`src/rtl/axi4_lite_regbank_pkg.sv`:
```
// axi4_lite_regbank_pkg
// Shared constants for the register bank: byte offsets of every register,
// derived word indices, the ID value, reset values and the STATUS width.
// No ports; imported by the interface, the status sub-module and the top.
package axi4_lite_regbank_pkg;

  localparam int unsigned DATA_W   = 32;
  localparam int unsigned ADDR_W   = 32;
  localparam int unsigned STATUS_W = 8;

  // Byte offsets of the register map (offset bits [5:0]).
  localparam logic [5:0] OFF_ID       = 6'h00;
  localparam logic [5:0] OFF_CTRL     = 6'h04;
  localparam logic [5:0] OFF_STATUS   = 6'h08;
  localparam logic [5:0] OFF_COUNT    = 6'h0C;
  localparam logic [5:0] OFF_SCRATCH0 = 6'h10;

  // Word indices (offset[4:2]); offset[5]=1 is the error window 0x20-0x3C.
  localparam logic [2:0] IDX_ID     = OFF_ID[4:2];
  localparam logic [2:0] IDX_CTRL   = OFF_CTRL[4:2];
  localparam logic [2:0] IDX_STATUS = OFF_STATUS[4:2];
  localparam logic [2:0] IDX_COUNT  = OFF_COUNT[4:2];

  localparam logic [DATA_W-1:0]   ID_VALUE    = 32'hA41E_0001;
  localparam logic [1:0]          RST_CTRL    = 2'b00;
  localparam logic [STATUS_W-1:0] RST_STATUS  = '0;
  localparam logic [DATA_W-1:0]   RST_COUNT   = '0;
  localparam logic [DATA_W-1:0]   RST_SCRATCH = '0;

  // CTRL bit positions.
  localparam int unsigned CTRL_CNT_EN = 0;
  localparam int unsigned CTRL_IRQ_EN = 1;

endpackage

```
`src/rtl/axi4_lite_regbank_if.sv`:
```
// axi4_lite_regbank_if
// Memory-side access bus of the register bank.
//   iCE/iRD/iWR : chip enable, read and write request (master -> slave)
//   iADDR       : byte address,  iWDATA : write data   (master -> slave)
//   oDATA/oERR  : registered read data and error flag  (slave -> master)
// Handshake: there is no back-pressure. A read is iCE&iRD&!iWR, a write is
// iCE&iRD&iWR, both accepted in the cycle presented; oDATA/oERR answer one
// cycle later and hold until the next accepted access.
interface axi4_lite_regbank_if;
  import axi4_lite_regbank_pkg::*;

  logic              iCE;
  logic              iRD;
  logic              iWR;
  logic [ADDR_W-1:0] iADDR;
  logic [DATA_W-1:0] iWDATA;
  logic [DATA_W-1:0] oDATA;
  logic              oERR;

  modport master (output iCE, iRD, iWR, iADDR, iWDATA, input oDATA, oERR);
  modport slave  (input iCE, iRD, iWR, iADDR, iWDATA, output oDATA, oERR);
endinterface

```
`src/rtl/axi4_lite_regbank_status.sv`:
```
// axi4_lite_regbank_status
// Sticky event register with write-1-to-clear.
//   iCLK, iRST    : clock, synchronous active-high reset
//   iEVENT        : event pulses, each sets its bit
//   iCLR_MASK     : bits to clear, applied when iCLR is high
//   iCLR          : clear strobe
//   oSTATUS       : current sticky status
// A set and a clear on the same bit in the same cycle leave the bit at 1.
module axi4_lite_regbank_status
  import axi4_lite_regbank_pkg::*;
(
  input  logic                iCLK,
  input  logic                iRST,
  input  logic [STATUS_W-1:0] iEVENT,
  input  logic [STATUS_W-1:0] iCLR_MASK,
  input  logic                iCLR,
  output logic [STATUS_W-1:0] oSTATUS
);

  logic [STATUS_W-1:0] status_q, status_d;

  always_comb begin
    status_d = status_q;
    if (iCLR) status_d = status_d & ~iCLR_MASK;
    // Events OR-ed in last so they win over a simultaneous clear.
    status_d = status_d | iEVENT;
  end

  always_ff @(posedge iCLK) begin
    if (iRST) status_q <= RST_STATUS;
    else      status_q <= status_d;
  end

  assign oSTATUS = status_q;

endmodule

```
`src/rtl/axi4_lite_regbank.sv`:
```
// axi4_lite_regbank
// Small memory-mapped register bank: ID, CTRL, STATUS (sticky W1C events),
// COUNT (free-running counter) and four SCRATCH words.
//   iCLK, iRST : clock, synchronous active-high reset
//   bus        : axi4_lite_regbank_if.slave access port (iCE/iRD/iWR/iADDR/
//                iWDATA in, oDATA/oERR registered out)
//   iEVENT     : 8 event pulses into STATUS, sampled every cycle
//   oIRQ       : level interrupt, IRQ_EN & |STATUS
// Option macro AXI4_LITE_REGBANK_COUNTER_EN: when defined, COUNT and
// CTRL.CNT_EN are implemented; otherwise COUNT reads 0, CTRL bit0 reads 0,
// and writes to them are accepted without effect.
module axi4_lite_regbank
  import axi4_lite_regbank_pkg::*;
(
  input  logic                      iCLK,
  input  logic                      iRST,
  axi4_lite_regbank_if.slave        bus,
  input  logic [STATUS_W-1:0]       iEVENT,
  output logic                      oIRQ
);

  logic                rd_req, wr_req, addr_err, wr_ok;
  logic [2:0]          idx;
  logic [DATA_W-1:0]   rdata;
  logic [DATA_W-1:0]   count_rd;
  logic [STATUS_W-1:0] status;

  logic [1:0]          ctrl_q, ctrl_d;
  logic [DATA_W-1:0]   scratch_q [4];
  logic [DATA_W-1:0]   scratch_d [4];
  logic [DATA_W-1:0]   data_q, data_d;
  logic                err_q, err_d;

  // Access decode. A write needs iRD as well as iWR.
  assign rd_req   = bus.iCE & bus.iRD & ~bus.iWR;
  assign wr_req   = bus.iCE & bus.iRD &  bus.iWR;
  assign addr_err = (|bus.iADDR[ADDR_W-1:6]) | bus.iADDR[5];
  assign idx      = bus.iADDR[4:2];
  assign wr_ok    = wr_req & ~addr_err;

  // Sticky event status.
  axi4_lite_regbank_status u_status (
    .iCLK      (iCLK),
    .iRST      (iRST),
    .iEVENT    (iEVENT),
    .iCLR_MASK (bus.iWDATA[STATUS_W-1:0]),
    .iCLR      (wr_ok && (idx == IDX_STATUS)),
    .oSTATUS   (status)
  );

`ifdef AXI4_LITE_REGBANK_COUNTER_EN
  logic [DATA_W-1:0] count_q, count_d;

  // A write wins over the increment; counting resumes from the written value.
  always_comb begin
    count_d = count_q;
    if (wr_ok && (idx == IDX_COUNT))  count_d = bus.iWDATA;
    else if (ctrl_q[CTRL_CNT_EN])     count_d = count_q + 32'd1;
  end

  always_ff @(posedge iCLK) begin
    if (iRST) count_q <= RST_COUNT;
    else      count_q <= count_d;
  end

  assign count_rd = count_q;
`else
  assign count_rd = '0;
`endif

  // CTRL and SCRATCH next state.
  always_comb begin
    ctrl_d = ctrl_q;
    if (wr_ok && (idx == IDX_CTRL)) begin
      ctrl_d[CTRL_IRQ_EN] = bus.iWDATA[CTRL_IRQ_EN];
`ifdef AXI4_LITE_REGBANK_COUNTER_EN
      ctrl_d[CTRL_CNT_EN] = bus.iWDATA[CTRL_CNT_EN];
`else
      ctrl_d[CTRL_CNT_EN] = 1'b0;
`endif
    end
  end

  always_comb begin
    for (int i = 0; i < 4; i++) scratch_d[i] = scratch_q[i];
    // idx[2] set selects SCRATCH0-3 within the valid window.
    if (wr_ok && idx[2]) scratch_d[idx[1:0]] = bus.iWDATA;
  end

  // Read mux.
  always_comb begin
    rdata = '0;
    case (idx)
      IDX_ID:     rdata = ID_VALUE;
      IDX_CTRL:   rdata = {30'd0, ctrl_q};
      IDX_STATUS: rdata = {{(DATA_W-STATUS_W){1'b0}}, status};
      IDX_COUNT:  rdata = count_rd;
      default:    rdata = scratch_q[idx[1:0]];
    endcase
  end

  // Response registers: reads update data and error, writes only the error.
  always_comb begin
    data_d = data_q;
    err_d  = err_q;
    if (rd_req) begin
      data_d = addr_err ? '0 : rdata;
      err_d  = addr_err;
    end else if (wr_req) begin
      err_d  = addr_err;
    end
  end

  always_ff @(posedge iCLK) begin
    if (iRST) begin
      ctrl_q <= RST_CTRL;
      data_q <= '0;
      err_q  <= 1'b0;
      for (int i = 0; i < 4; i++) scratch_q[i] <= RST_SCRATCH;
    end else begin
      ctrl_q <= ctrl_d;
      data_q <= data_d;
      err_q  <= err_d;
      for (int i = 0; i < 4; i++) scratch_q[i] <= scratch_d[i];
    end
  end

  assign bus.oDATA = data_q;
  assign bus.oERR  = err_q;
  assign oIRQ      = ctrl_q[CTRL_IRQ_EN] & (|status);

endmodule

```
`src/flat_wrapper.sv`:
```
// flat-port wrapper written by rule: the top's interface ports become plain ports
module axi4_lite_regbank_flat import axi4_lite_regbank_pkg::*;
  (iCLK, iRST, iEVENT, oIRQ, bus_iCE, bus_iRD, bus_iWR, bus_iADDR, bus_iWDATA, bus_oDATA, bus_oERR);
  axi4_lite_regbank_if bus_i ();
  input  logic iCLK;
  input  logic iRST;
  input  logic [STATUS_W-1:0] iEVENT;
  output logic oIRQ;
  input wire logic [$bits(bus_i.iCE)-1:0] bus_iCE;
  input wire logic [$bits(bus_i.iRD)-1:0] bus_iRD;
  input wire logic [$bits(bus_i.iWR)-1:0] bus_iWR;
  input wire logic [$bits(bus_i.iADDR)-1:0] bus_iADDR;
  input wire logic [$bits(bus_i.iWDATA)-1:0] bus_iWDATA;
  output wire logic [$bits(bus_i.oDATA)-1:0] bus_oDATA;
  output wire logic [$bits(bus_i.oERR)-1:0] bus_oERR;
  assign bus_i.iCE = bus_iCE;
  assign bus_i.iRD = bus_iRD;
  assign bus_i.iWR = bus_iWR;
  assign bus_i.iADDR = bus_iADDR;
  assign bus_i.iWDATA = bus_iWDATA;
  assign bus_oDATA = bus_i.oDATA;
  assign bus_oERR = bus_i.oERR;
  axi4_lite_regbank u_core (.iCLK(iCLK), .iRST(iRST), .bus(bus_i), .iEVENT(iEVENT), .oIRQ(oIRQ));
endmodule
```
`config.mk`:
```
export PLATFORM = sky130hd
export DESIGN_NAME = axi4_lite_regbank_flat
export DESIGN_NICKNAME = d
export VERILOG_FILES = /design/src/rtl/axi4_lite_regbank_pkg.sv /design/src/rtl/axi4_lite_regbank_if.sv /design/src/rtl/axi4_lite_regbank_status.sv /design/src/rtl/axi4_lite_regbank.sv /design/src/flat_wrapper.sv
export SDC_FILE = /design/constraint.sdc
export NUM_CORES = 1
export LEC_CHECK = 0
export ABC_CLOCK_PERIOD_IN_PS = 3970
export CAP_MARGIN = 20
export CORE_MARGIN = 2
export CORE_UTILIZATION = 59
export DETAILED_ROUTE_END_ITERATION = 6
export PLACE_DENSITY = 0.89
export SLEW_MARGIN = 20
export SYNTH_ARGS = -nofsm -noshare
export SYNTH_HDL_FRONTEND = slang
export SYNTH_SLANG_ARGS = --single-unit
```
`constraint.sdc`:
```
create_clock -name iCLK -period 3.97 [get_ports iCLK]
set_input_delay 0.5955 -clock iCLK [delete_from_list [all_inputs] [get_ports iCLK]]
set_output_delay 0.5955 -clock iCLK [all_outputs]
set_load 0.02 [all_outputs]
```
==> flow_summary.toml <==
[outcome]
outcome = "finished clean"

[logic_synthesis]
synth_seq_cells = 170
synth_area_per_cell_sq_um = 11.2
synth_common_cells = "173 x nand2b_1, 170 x dfxtp_1, 135 x mux2i_1"
synth.most_common_cell = "nand2b_1"
synth_top_area_share_pct = 44.1
yosys.area.top_type = "dfxtp_1"
synth_warnings = 0
synthFlopType = "dfxtp_1"
ys_top_cells_by_area = "dfxtp_1 44%, mux2i_1 18%, nand2b_1 14%"
synth.distinct_cells = 37
syn-num-nets = 765
synthArstFlopShare_pct = 0
synth_cells = 688
synth-edff-count = 0
ys_seq_area_share_pct = 44.1
syn_area_sq_um = 7710

[pwr]
p_leak_nw = 3.85
power.density_nw_per_um2 = 364
worst_ir_drop_vdd_mv = 0.314

[worst_hold_path]
hold_path_class = "flop to flop"

[clocking]
worstSkewPairLatency_ns = 0.42
htree_levels = 4
clockBufferDepth = 2
cts_hold_buf = 0
clk_pin_slew_ns = 0.06
cts_resized = 0
post_cts_buffers = 0
cts_tree = "yes"
root_buffer = "clkbuf_16"
cts.sinks = 170
cts_made_buffers = 17

[route]
vias = 5613
antenna_left = 0
drt_wl_total_um = 18400
viasPerCell = 5.87
route.detailed.drc = 0
dr.first_iter.drc_count = 397
drtPass1Iterations = 5
post_drt_wl_per_cell_um = 19.2

[finish]
multi_input_area_sq_um = 4030
postLayoutCoreUtil_pct = 73.5
area_delta_synth_final_pct = 20.7
design_area_sq_um = 9310
diodes = 0
drive_gt1_share_pct = 11.0
regArea_sq_um = 3400
nets = 849
num-fill-cells = 860

[worst_setup_path]
cpPeakStageDelay_ns = 1.04
arrival_ns = 3.34
path_cells = "clkdlybuf4s50_1 > nor4_2 > nand4b_1 > or4_2 > buf_4 > mux2i_1"
cp_top_family = "simple AND/OR/NAND/NOR gates"
critical_path.max_fanout = 14
cp-end-kind = "flop"
crit_buf_inv = 2
crit_type = "input port to flop"
required_ns = 4.30
critPathLaunchType = "input port"
cp_slowest_cell = "or4_2"

[timing]
period_needed_ns = 3.01
setup_violations = 0
clock.fmax_mhz = 332
clock_skew_ns = 0.00465
slew_headroom_pct = 36.0
finalCritPeriodShare_pct = 75.8
tns_ns = 0
rsz0062_at_grt = "false"
report.final.slew_viol_count = 0
final_hold_viol_count = 0
worst_pin_slew_ns = 0.958

[global_route]
grt_pass1_wl_um = 30000
grt_max_degree = 108
grt_pass1_vias = 6060
grt.overflow.total = 0
antenna_found_initial = 0
grt.total_usage_pct = 27.0

[floorplanning]
start_util_pct = 60.9
std_cell_rows = 41
dieArea_sq_um = 14000
die_h_um = 118
core_sq_um = 12700
ios = 111
die_w_um = 118

[place]
gp_congestion = 0.771
place_area_sq_um = 8820
port_buffers = 108
post-dp-hpwl_um = 11500

[flow_run]
cap_violations = 0
## path summary, 6_finish.rpt
path / depth (start not counted) / endpoint / slack (ns) / from
setup / recovery: 6 / u_core.scratch_q[3][12]$_SDFFE_PP0P_ / 0.96 / bus_iADDR[13]
hold / removal: 1 / u_core.bus.oDATA[28]$_SDFFE_PP0P_ / 0.47 / u_core.bus.oDATA[28]$_SDFFE_PP0P_
setup reg to reg: 4 / u_core.bus.oDATA[1]$_SDFFE_PP0P_ / 2.68 / u_core.scratch_q[3][1]$_SDFFE_PP0P_
hold reg to reg: 1 / u_core.bus.oDATA[28]$_SDFFE_PP0P_ / 0.47 / u_core.bus.oDATA[28]$_SDFFE_PP0P_
## metal layers
| layer | track usage [%] | vias up | routed length [um] |
|---|---|---|---|
| li1 | - | 2624 | - |
| met1 | 31.1 | 2809 | 7530 |
| met2 | 48.7 | 141 | 9620 |
| met3 | 6.23 | 39 | 773 |
| met4 | 9.64 | 0 | 433 |
| met5 | 0 | - | 0 |
## worst reg2reg max path, delay by kind of cell (launching register included)
family	cells	cell delay, ns
AND/OR/NAND/NOR	1	0.08
AO/OA/AOI/OAI	2	0.34
flip-flops	1	0.31
multiplexers	1	0.46
## where the power goes
part / switching, mW / internal, mW / leakage [nW]
Clock: 0.633 / 0.788 / 0.239
Sequential: 0.00611 / 1.71 / 1.37
Combinational: 0.119 / 0.128 / 2.24
## final cells by class
cell class                 instances  area share [%]
clock buffer                      22            4.77
clock inverter                     9           0.564
inverter                           1          0.0403
multi-input combinational        461            43.3
sequential                       170            36.5
tap                              172            2.31
timing repair buffer             121            12.5
## flip-flops by register name, summed over array words and instances, names as in the netlist
signal                   flops
u_core.bus.oDATA            32
u_core.u_status.oSTATUS      8
u_core.bus.oERR              1
u_core.scratch_q           128
u_core.ctrl_q                1
## placed cells by master, fill, tap and decap left out, drive strengths merged, types with 4 or more instances in the layout
cell / netlist / layout
nand2b: 173 / 173
a21oi: 6 / 6
mux2: 4 / 4
or4: 5 / 5
mux2i: 135 / 135
nor4b: 9 / 9
a22o: 13 / 13
nor2: 16 / 16
a211oi: 10 / 10
clkbuf: 31 / 22
a32o: 19 / 19
nor4: 10 / 10
clkinv: 0 / 6
mux4: 25 / 25
clkdlybuf4s50: 0 / 104
nor2b: 4 / 4
o22ai: 4 / 4
dfxtp: 170 / 170
buf: 25 / 17
nand2: 8 / 8
## stage by stage
stage               hold WS (ns)  std cells  power, mW  setup WS, ns
global placement           0.451        925       1.99         0.701
global route               0.487        956       3.50         0.809
finish                     0.470        956       3.39         0.960
floorplan                  0.446        688       1.88          1.71
CTS                        0.472        956       3.40         0.992
detailed placement         0.457        925       2.00         0.590
## cell families (layout without fill, tap and decap cells)
group,after synthesis,after routing,synth area share (%)
AO/OA/AOI/OAI,66,66,7.04
buffers and inverters,57,153,3.88
flip-flops,170,170,44.1
multiplexers,164,164,25.4
AND/OR/NAND/NOR,231,231,19.6
Note: power is estimated with default switching activity, not from simulation.
